==> src/rtl/prioritized_stream_arbiter_pkg.sv <==
// Shared types and helpers for the prioritized stream arbiter.
package prioritized_arbiter_pkg;

   typedef enum logic {ARB_IDLE, ARB_LOCKED} arb_state_t;

   function automatic int idx_width(input int n);
      return (n > 1) ? $clog2(n) : 1;
   endfunction

endpackage

==> src/rtl/prioritized_stream_arbiter_if.sv <==
// Bundle of N input streams and one output stream around the arbiter.
interface prioritized_stream_arbiter_if
   import prioritized_arbiter_pkg::*;
#(
   parameter int data_width       = 8,
   parameter int number_of_inputs = 4
);

   // Handshake: a beat moves on a rising edge where valid && ready are both high;
   // a source holds valid and its payload stable until that edge, ready may change freely.
   logic [data_width-1:0]                    data [number_of_inputs-1:0];
   logic [number_of_inputs-1:0]              in_valid;
   logic [number_of_inputs-1:0]              in_last;
   logic [number_of_inputs-1:0]              in_ready;
   logic [data_width-1:0]                    demuxed_data;
   logic                                     out_valid;
   logic                                     out_last;
   logic [idx_width(number_of_inputs)-1:0]   out_source;
   logic                                     out_ready;
   arb_state_t                               arb_state;

   modport slave (
      input  data, in_valid, in_last, out_ready,
      output in_ready, demuxed_data, out_valid, out_last, out_source, arb_state
   );

   modport master (
      output data, in_valid, in_last, out_ready,
      input  in_ready, demuxed_data, out_valid, out_last, out_source, arb_state
   );

endinterface

==> src/rtl/prioritized_stream_arbiter_priority_select.sv <==
// Combinational fixed-priority pick: request mask in, highest-level requester out.
module priority_select
   import prioritized_arbiter_pkg::*;
#(
   parameter int number_of_inputs = 4,
   parameter int priority_list [number_of_inputs-1:0] = '{3, 1, 2, 0}
) (
   input  logic [number_of_inputs-1:0]              req,
   output logic [number_of_inputs-1:0]              grant,
   output logic [idx_width(number_of_inputs)-1:0]   idx,
   output logic                                     any
);

   localparam int iw = idx_width(number_of_inputs);

   always_comb begin
      int best_level;
      grant      = '0;
      idx        = '0;
      any        = 1'b0;
      best_level = -1;
      for (int i = 0; i < number_of_inputs; i++) begin
         if (req[i] && (priority_list[i] > best_level)) begin
            best_level = priority_list[i];
            idx        = iw'(i);
            any        = 1'b1;
         end
      end
      if (any) grant[idx] = 1'b1;
   end

endmodule

==> src/rtl/prioritized_stream_arbiter.sv <==
// Packet-locking fixed-priority arbiter with optional aging and one registered output stage.
module prioritized_stream_arbiter
   import prioritized_arbiter_pkg::*;
#(
   parameter int data_width       = 8,
   parameter int number_of_inputs = 4,
   parameter int priority_list [number_of_inputs-1:0] = '{3, 1, 2, 0},
   parameter int starve_limit     = 0
) (
   input  logic                          clk,
   input  logic                          rst_n,
   prioritized_stream_arbiter_if.slave   bus
);

   localparam int n  = number_of_inputs;
   localparam int iw = idx_width(n);
   localparam int cw = idx_width(starve_limit + 1);

   function automatic bit prio_is_perm();
      bit [n-1:0] seen;
      seen = '0;
      for (int i = 0; i < n; i++) begin
         if (priority_list[i] < 0 || priority_list[i] >= n || seen[priority_list[i]]) return 1'b0;
         seen[priority_list[i]] = 1'b1;
      end
      return 1'b1;
   endfunction

   if (n < 2) begin : g_bad_n
      $error("prioritized_stream_arbiter needs at least two inputs");
   end
   if (!prio_is_perm()) begin : g_bad_prio
      $error("priority_list must be a permutation of 0..number_of_inputs-1");
   end

   arb_state_t            state;
   logic [iw-1:0]         lock_idx;
   logic [cw-1:0]         age [n];
   logic [n-1:0]          starving, starve_grant, valid_grant, req_hot, in_ready;
   logic [iw-1:0]         starve_idx, valid_idx, winner;
   logic                  starve_any, valid_any, grant_ok, slot_free, xfer, xfer_last;
   logic                  out_valid_q, last_q;
   logic [data_width-1:0] data_q;
   logic [iw-1:0]         source_q;

   always_comb begin
      starving = '0;
      for (int i = 0; i < n; i++) begin
         starving[i] = (starve_limit > 0) && bus.in_valid[i] && (age[i] == cw'(starve_limit));
      end
   end

   priority_select #(.number_of_inputs(n), .priority_list(priority_list)) u_starve_sel (
      .req(starving), .grant(starve_grant), .idx(starve_idx), .any(starve_any)
   );

   priority_select #(.number_of_inputs(n), .priority_list(priority_list)) u_valid_sel (
      .req(bus.in_valid), .grant(valid_grant), .idx(valid_idx), .any(valid_any)
   );

   // A locked packet owns the port even while its source idles; starving inputs outrank the rest.
   always_comb begin
      winner   = valid_idx;
      req_hot  = valid_grant;
      grant_ok = valid_any;
      if (state == ARB_LOCKED) begin
         winner           = lock_idx;
         req_hot          = '0;
         req_hot[lock_idx] = 1'b1;
         grant_ok         = bus.in_valid[lock_idx];
      end else if (starve_any) begin
         winner  = starve_idx;
         req_hot = starve_grant;
      end
      slot_free = !out_valid_q || bus.out_ready;
      in_ready  = (rst_n && slot_free && grant_ok) ? req_hot : '0;
      xfer      = |in_ready;
      xfer_last = bus.in_last[winner];
   end

   always_ff @(posedge clk or negedge rst_n) begin
      if (!rst_n) begin
         state       <= ARB_IDLE;
         lock_idx    <= '0;
         out_valid_q <= 1'b0;
         data_q      <= '0;
         last_q      <= 1'b0;
         source_q    <= '0;
      end else begin
         if (slot_free) begin
            out_valid_q <= xfer;
            if (xfer) begin
               data_q   <= bus.data[winner];
               last_q   <= xfer_last;
               source_q <= winner;
            end
         end
         case (state)
            ARB_IDLE: begin
               if (xfer && !xfer_last) begin
                  state    <= ARB_LOCKED;
                  lock_idx <= winner;
               end
            end
            ARB_LOCKED: begin
               if (xfer && xfer_last) state <= ARB_IDLE;
            end
            default: state <= ARB_IDLE;
         endcase
      end
   end

   if (starve_limit > 0) begin : g_aging
      // Waiting time only restarts at packet end, so a partial packet keeps its seniority.
      always_ff @(posedge clk or negedge rst_n) begin
         if (!rst_n) begin
            for (int i = 0; i < n; i++) age[i] <= '0;
         end else begin
            for (int i = 0; i < n; i++) begin
               if (!bus.in_valid[i]) age[i] <= '0;
               else if (in_ready[i]) begin
                  if (bus.in_last[i]) age[i] <= '0;
               end else if (age[i] != cw'(starve_limit)) age[i] <= age[i] + cw'(1);
            end
         end
      end
   end else begin : g_no_aging
      always_comb begin
         for (int i = 0; i < n; i++) age[i] = '0;
      end
   end

   assign bus.in_ready     = in_ready;
   assign bus.out_valid    = out_valid_q;
   assign bus.demuxed_data = data_q;
   assign bus.out_last     = last_q;
   assign bus.out_source   = source_q;
   assign bus.arb_state    = state;

endmodule

==> src/flat_wrapper.sv <==
// flat-port wrapper written by rule: the top's interface ports become plain ports
module prioritized_stream_arbiter_flat import prioritized_arbiter_pkg::*;
#(
   parameter int data_width       = 8,
   parameter int number_of_inputs = 4,
   parameter int priority_list [number_of_inputs-1:0] = '{3, 1, 2, 0},
   parameter int starve_limit     = 0
)
  (clk, rst_n, bus_data, bus_in_valid, bus_in_last, bus_out_ready, bus_in_ready, bus_demuxed_data, bus_out_valid, bus_out_last, bus_out_source, bus_arb_state);
  prioritized_stream_arbiter_if #(.data_width(data_width), .number_of_inputs(number_of_inputs)) bus_i ();
  input  logic clk;
  input  logic rst_n;
  input wire logic [$bits(bus_i.data)-1:0] bus_data;
  input wire logic [$bits(bus_i.in_valid)-1:0] bus_in_valid;
  input wire logic [$bits(bus_i.in_last)-1:0] bus_in_last;
  input wire logic [$bits(bus_i.out_ready)-1:0] bus_out_ready;
  output wire logic [$bits(bus_i.in_ready)-1:0] bus_in_ready;
  output wire logic [$bits(bus_i.demuxed_data)-1:0] bus_demuxed_data;
  output wire logic [$bits(bus_i.out_valid)-1:0] bus_out_valid;
  output wire logic [$bits(bus_i.out_last)-1:0] bus_out_last;
  output wire logic [$bits(bus_i.out_source)-1:0] bus_out_source;
  output wire logic [$bits(bus_i.arb_state)-1:0] bus_arb_state;
  assign bus_i.data = {>>{bus_data}};
  assign bus_i.in_valid = bus_in_valid;
  assign bus_i.in_last = bus_in_last;
  assign bus_i.out_ready = bus_out_ready;
  assign bus_in_ready = bus_i.in_ready;
  assign bus_demuxed_data = bus_i.demuxed_data;
  assign bus_out_valid = bus_i.out_valid;
  assign bus_out_last = bus_i.out_last;
  assign bus_out_source = bus_i.out_source;
  assign bus_arb_state = bus_i.arb_state;
  prioritized_stream_arbiter #(.data_width(data_width), .number_of_inputs(number_of_inputs), .priority_list(priority_list), .starve_limit(starve_limit)) u_core (.clk(clk), .rst_n(rst_n), .bus(bus_i));
endmodule
==> config.mk <==
export PLATFORM = sky130hd
export DESIGN_NAME = prioritized_stream_arbiter_flat
export DESIGN_NICKNAME = d
export VERILOG_FILES = /design/src/rtl/prioritized_stream_arbiter_pkg.sv /design/src/rtl/prioritized_stream_arbiter_if.sv /design/src/rtl/prioritized_stream_arbiter_priority_select.sv /design/src/rtl/prioritized_stream_arbiter.sv /design/src/flat_wrapper.sv
export SDC_FILE = /design/constraint.sdc
export NUM_CORES = 1
export LEC_CHECK = 0
export ABC_AREA = 1
export ABC_CLOCK_PERIOD_IN_PS = 2600
export CORE_MARGIN = 3
export CORE_UTILIZATION = 39
export DETAILED_ROUTE_END_ITERATION = 10
export GPL_TIMING_DRIVEN = 0
export PLACE_DENSITY = 0.89
export SLEW_MARGIN = 20
export SYNTH_ARGS = -nofsm -noshare
export SYNTH_HDL_FRONTEND = slang
export SYNTH_SLANG_ARGS = --single-unit
export TNS_END_PERCENT = 5
==> constraint.sdc <==
create_clock -name clk -period 2.6 [get_ports clk]
set_clock_uncertainty 0.05 [all_clocks]
set_input_delay 0.78 -clock clk [delete_from_list [all_inputs] [get_ports clk]]
set_output_delay 0.78 -clock clk [all_outputs]
set_load 0.005 [all_outputs]
==> metrics.cfg <==
[global_routing]
grt_usage_pct = 19.2
grt_pass1_wl_um = 5350
grt_pass1_vias = 1295
antenna_found_initial = 0
grt_max_degree = 17
grt_overflow = 0

[cts]
root_buffer = clkbuf_4
cts_buffers = 3
cts.sinks = 15
clock_latency_ps = 280
postCtsHoldBufs = 0
clk_pin_slew_worst_paths_ps = 90
cts_buffer_depth = 2
tritoncts = yes
htree_levels = 1

[min_path]
hp-class = in2async

[timing]
final.min_clock_period_ps = 2530
slew_headroom_pct = 78.5
fin_crit_sh_pct = 97.4
hold_viol = 0
worst_pin_slew_ps = 322
fmax_mhz = 395
finalSetupTns_ps = 0
final-setup-viol-count = 0
drv_slew = 0

[cells_and_area]
syn_to_final_growth_pct = 61.2
antenna_cells = 0
drive_gt1_share_pct = 18.8
nets = 283

[pwr]
vdd_drop_max_v = 0.000809
cellLeakagePower_uw = 0.000944
power_density_mw_per_mm2 = 937
totalPowerFinal_uw = 1730

[critical_path]
critPathArrivalTime_ps = 1700
critPathMaxFanout = 4
path_buf_inv = 4
cp_top_family = buffers and inverters
path_cells = dlygate4sd2_1, o21a_1, nand2_1, inv_2, nand2_4, buf_6, nor2_1, buf_2
path_class = in2out
worst_path_max_delay_cell = dlygate4sd2_1
r2r_slack_ps = 800
required_ps = 1770
critPathMaxStageDelay_ps = 240
critPathLaunchType = primary input
crit_path_end_kind = primary output

[logic_synthesis]
synth_warnings = 0
ys_seq_elements = 15
async_reset_ff_share_pct = 100
synth_edf_count = 0
synth_top_cells_by_area = dfrtp_1 33%, nand2_1 20%, inv_1 9.2%
syn-num-nets = 212
synth.most_common_cell = nand2_1
synth_cell_types = 30
synth_top_area_cell = dfrtp_1
netlist_area_mm2 = 0.00114
synth_top_area_share_pct = 32.8
synthCells = 169
netlist_top_cells_count = 61 x nand2_1, 28 x inv_1, 15 x dfrtp_1
avgSynthCellArea_um2 = 6.77
ys.flop_type = dfrtp_1
ys_seq_area_share_pct = 32.8

[route]
drc_errors = 0
detail_route.first_pass.iterations = 4
drt_iter0_markers = 43
drtAntennaViolNets = 0
vias = 1324
finalWirelength_um = 3280
vias_per_cell = 4.90
avgRoutedWirePerCell_um = 12.1

[floorplanning]
start_util_pct = 41.2
die_y_um = 60.2
coreArea_mm2 = 0.00278
rows = 19
die_area_mm2 = 0.00362
io_pins = 60
dieWidth_um = 60.2

[run_status]
status = finished clean

[run]
maxCapViolations = 0

[place]
gp_congestion = 0.892
place.port_buffers = 59
hpwlAfterDp_um = 2530

## area by class of cell
type / instances / area, um^2
multi-input cells: 118 / 612
inverters: 30 / 115
flip-flops and latches: 15 / 375
clock inverters: 1 / 5.00
clock buffers: 3 / 22.5
repair buffers: 66 / 608
well taps: 31 / 38.8
fillers: 247 / 936
plain buffers: 6 / 68.8
## routing by layer
metal	share of wire [%]	GRT usage (%)	vias to the layer above
met3	10	7.13	7
met1	39	21.1	582
met4	1.3	2.85	0
li1	-	-	677
met5	0	0	-
met2	50	35.3	58
## through the flow
| step | cell area (um^2) | worst slack [ps] | util [%] | std cells | hold WS (ps) |
|---|---|---|---|---|---|
| after global placement | 1770 | -1370 | 63.8 | 259 | 416 |
| after CTS | 1840 | 17.7 | 66.3 | 269 | 283 |
| final | 1850 | 68.2 | 66.4 | 270 | 251 |
| after floorplan | 1140 | 222 | - | 169 | 422 |
| after detailed placement | 1770 | -1370 | 63.8 | 259 | 418 |
| after global routing | 1850 | -5.27 | 66.4 | 270 | 244 |
## state kept, by name, indices dropped and copies added, names as in the netlist
name	cells
u_core.lock_idx	2
u_core.bus.out_source	2
u_core.bus.arb_state	1
u_core.bus.out_valid	1
u_core.bus.demuxed_data	8
u_core.bus.out_last	1
## report_power, final
group	internal [uW]	switching, uW	leakage (uW)
clock network	57.1	72.9	0.0000177
registers	345	90.8	0.000183
logic	566	598	0.000743
total	969	761	0.000944
## what timing repair did
item	in CTS	in global routing
setup endpoints to repair	4	4
pin swaps	3	3
hold endpoints to repair	0	0
buffers inserted	6	1
resized for setup	39	7
## placed cells by master, fill, tap and decap left out, drive strengths merged
cell type / netlist / layout
clkbuf: 2 / 7
a32oi: 1 / 1
nand4: 3 / 3
o21ai: 13 / 13
o21a: 2 / 2
clkdlybuf4s15: 0 / 1
a21oi: 10 / 10
dfrtp: 15 / 15
a22oi: 1 / 1
nor2: 7 / 7
nand2: 65 / 65
inv: 30 / 30
clkdlybuf4s50: 0 / 49
nor4: 1 / 1
buf: 4 / 17
nand3: 7 / 7
dlygate4sd2: 0 / 1
clkinv: 0 / 1
o211ai: 8 / 8
## worst paths after layout
path	startpoint	cells after the start	to
setup / recovery	bus_out_ready	8	bus_in_ready[2]
hold reg to reg	u_core.bus.demuxed_data[7]	2	u_core.bus.demuxed_data[7]
hold / removal	rst_n	1	u_core.bus.out_valid
min in group clk	u_core.bus.demuxed_data[7]	2	u_core.bus.demuxed_data[7]
setup reg to reg	u_core.bus.arb_state	8	u_core.bus.arb_state
max in group asynchronous	rst_n	1	u_core.bus.demuxed_data[2]
## cell families (layout without fill, tap and decap cells)
kind of cell	count (synthesis)	in the layout	synth area share (%)
compound gates	35	35	20.4
buf+inv	36	106	15.5
flops	15	15	32.8
simple gates	83	83	31.3
Note: power is estimated with default switching activity, not from simulation.
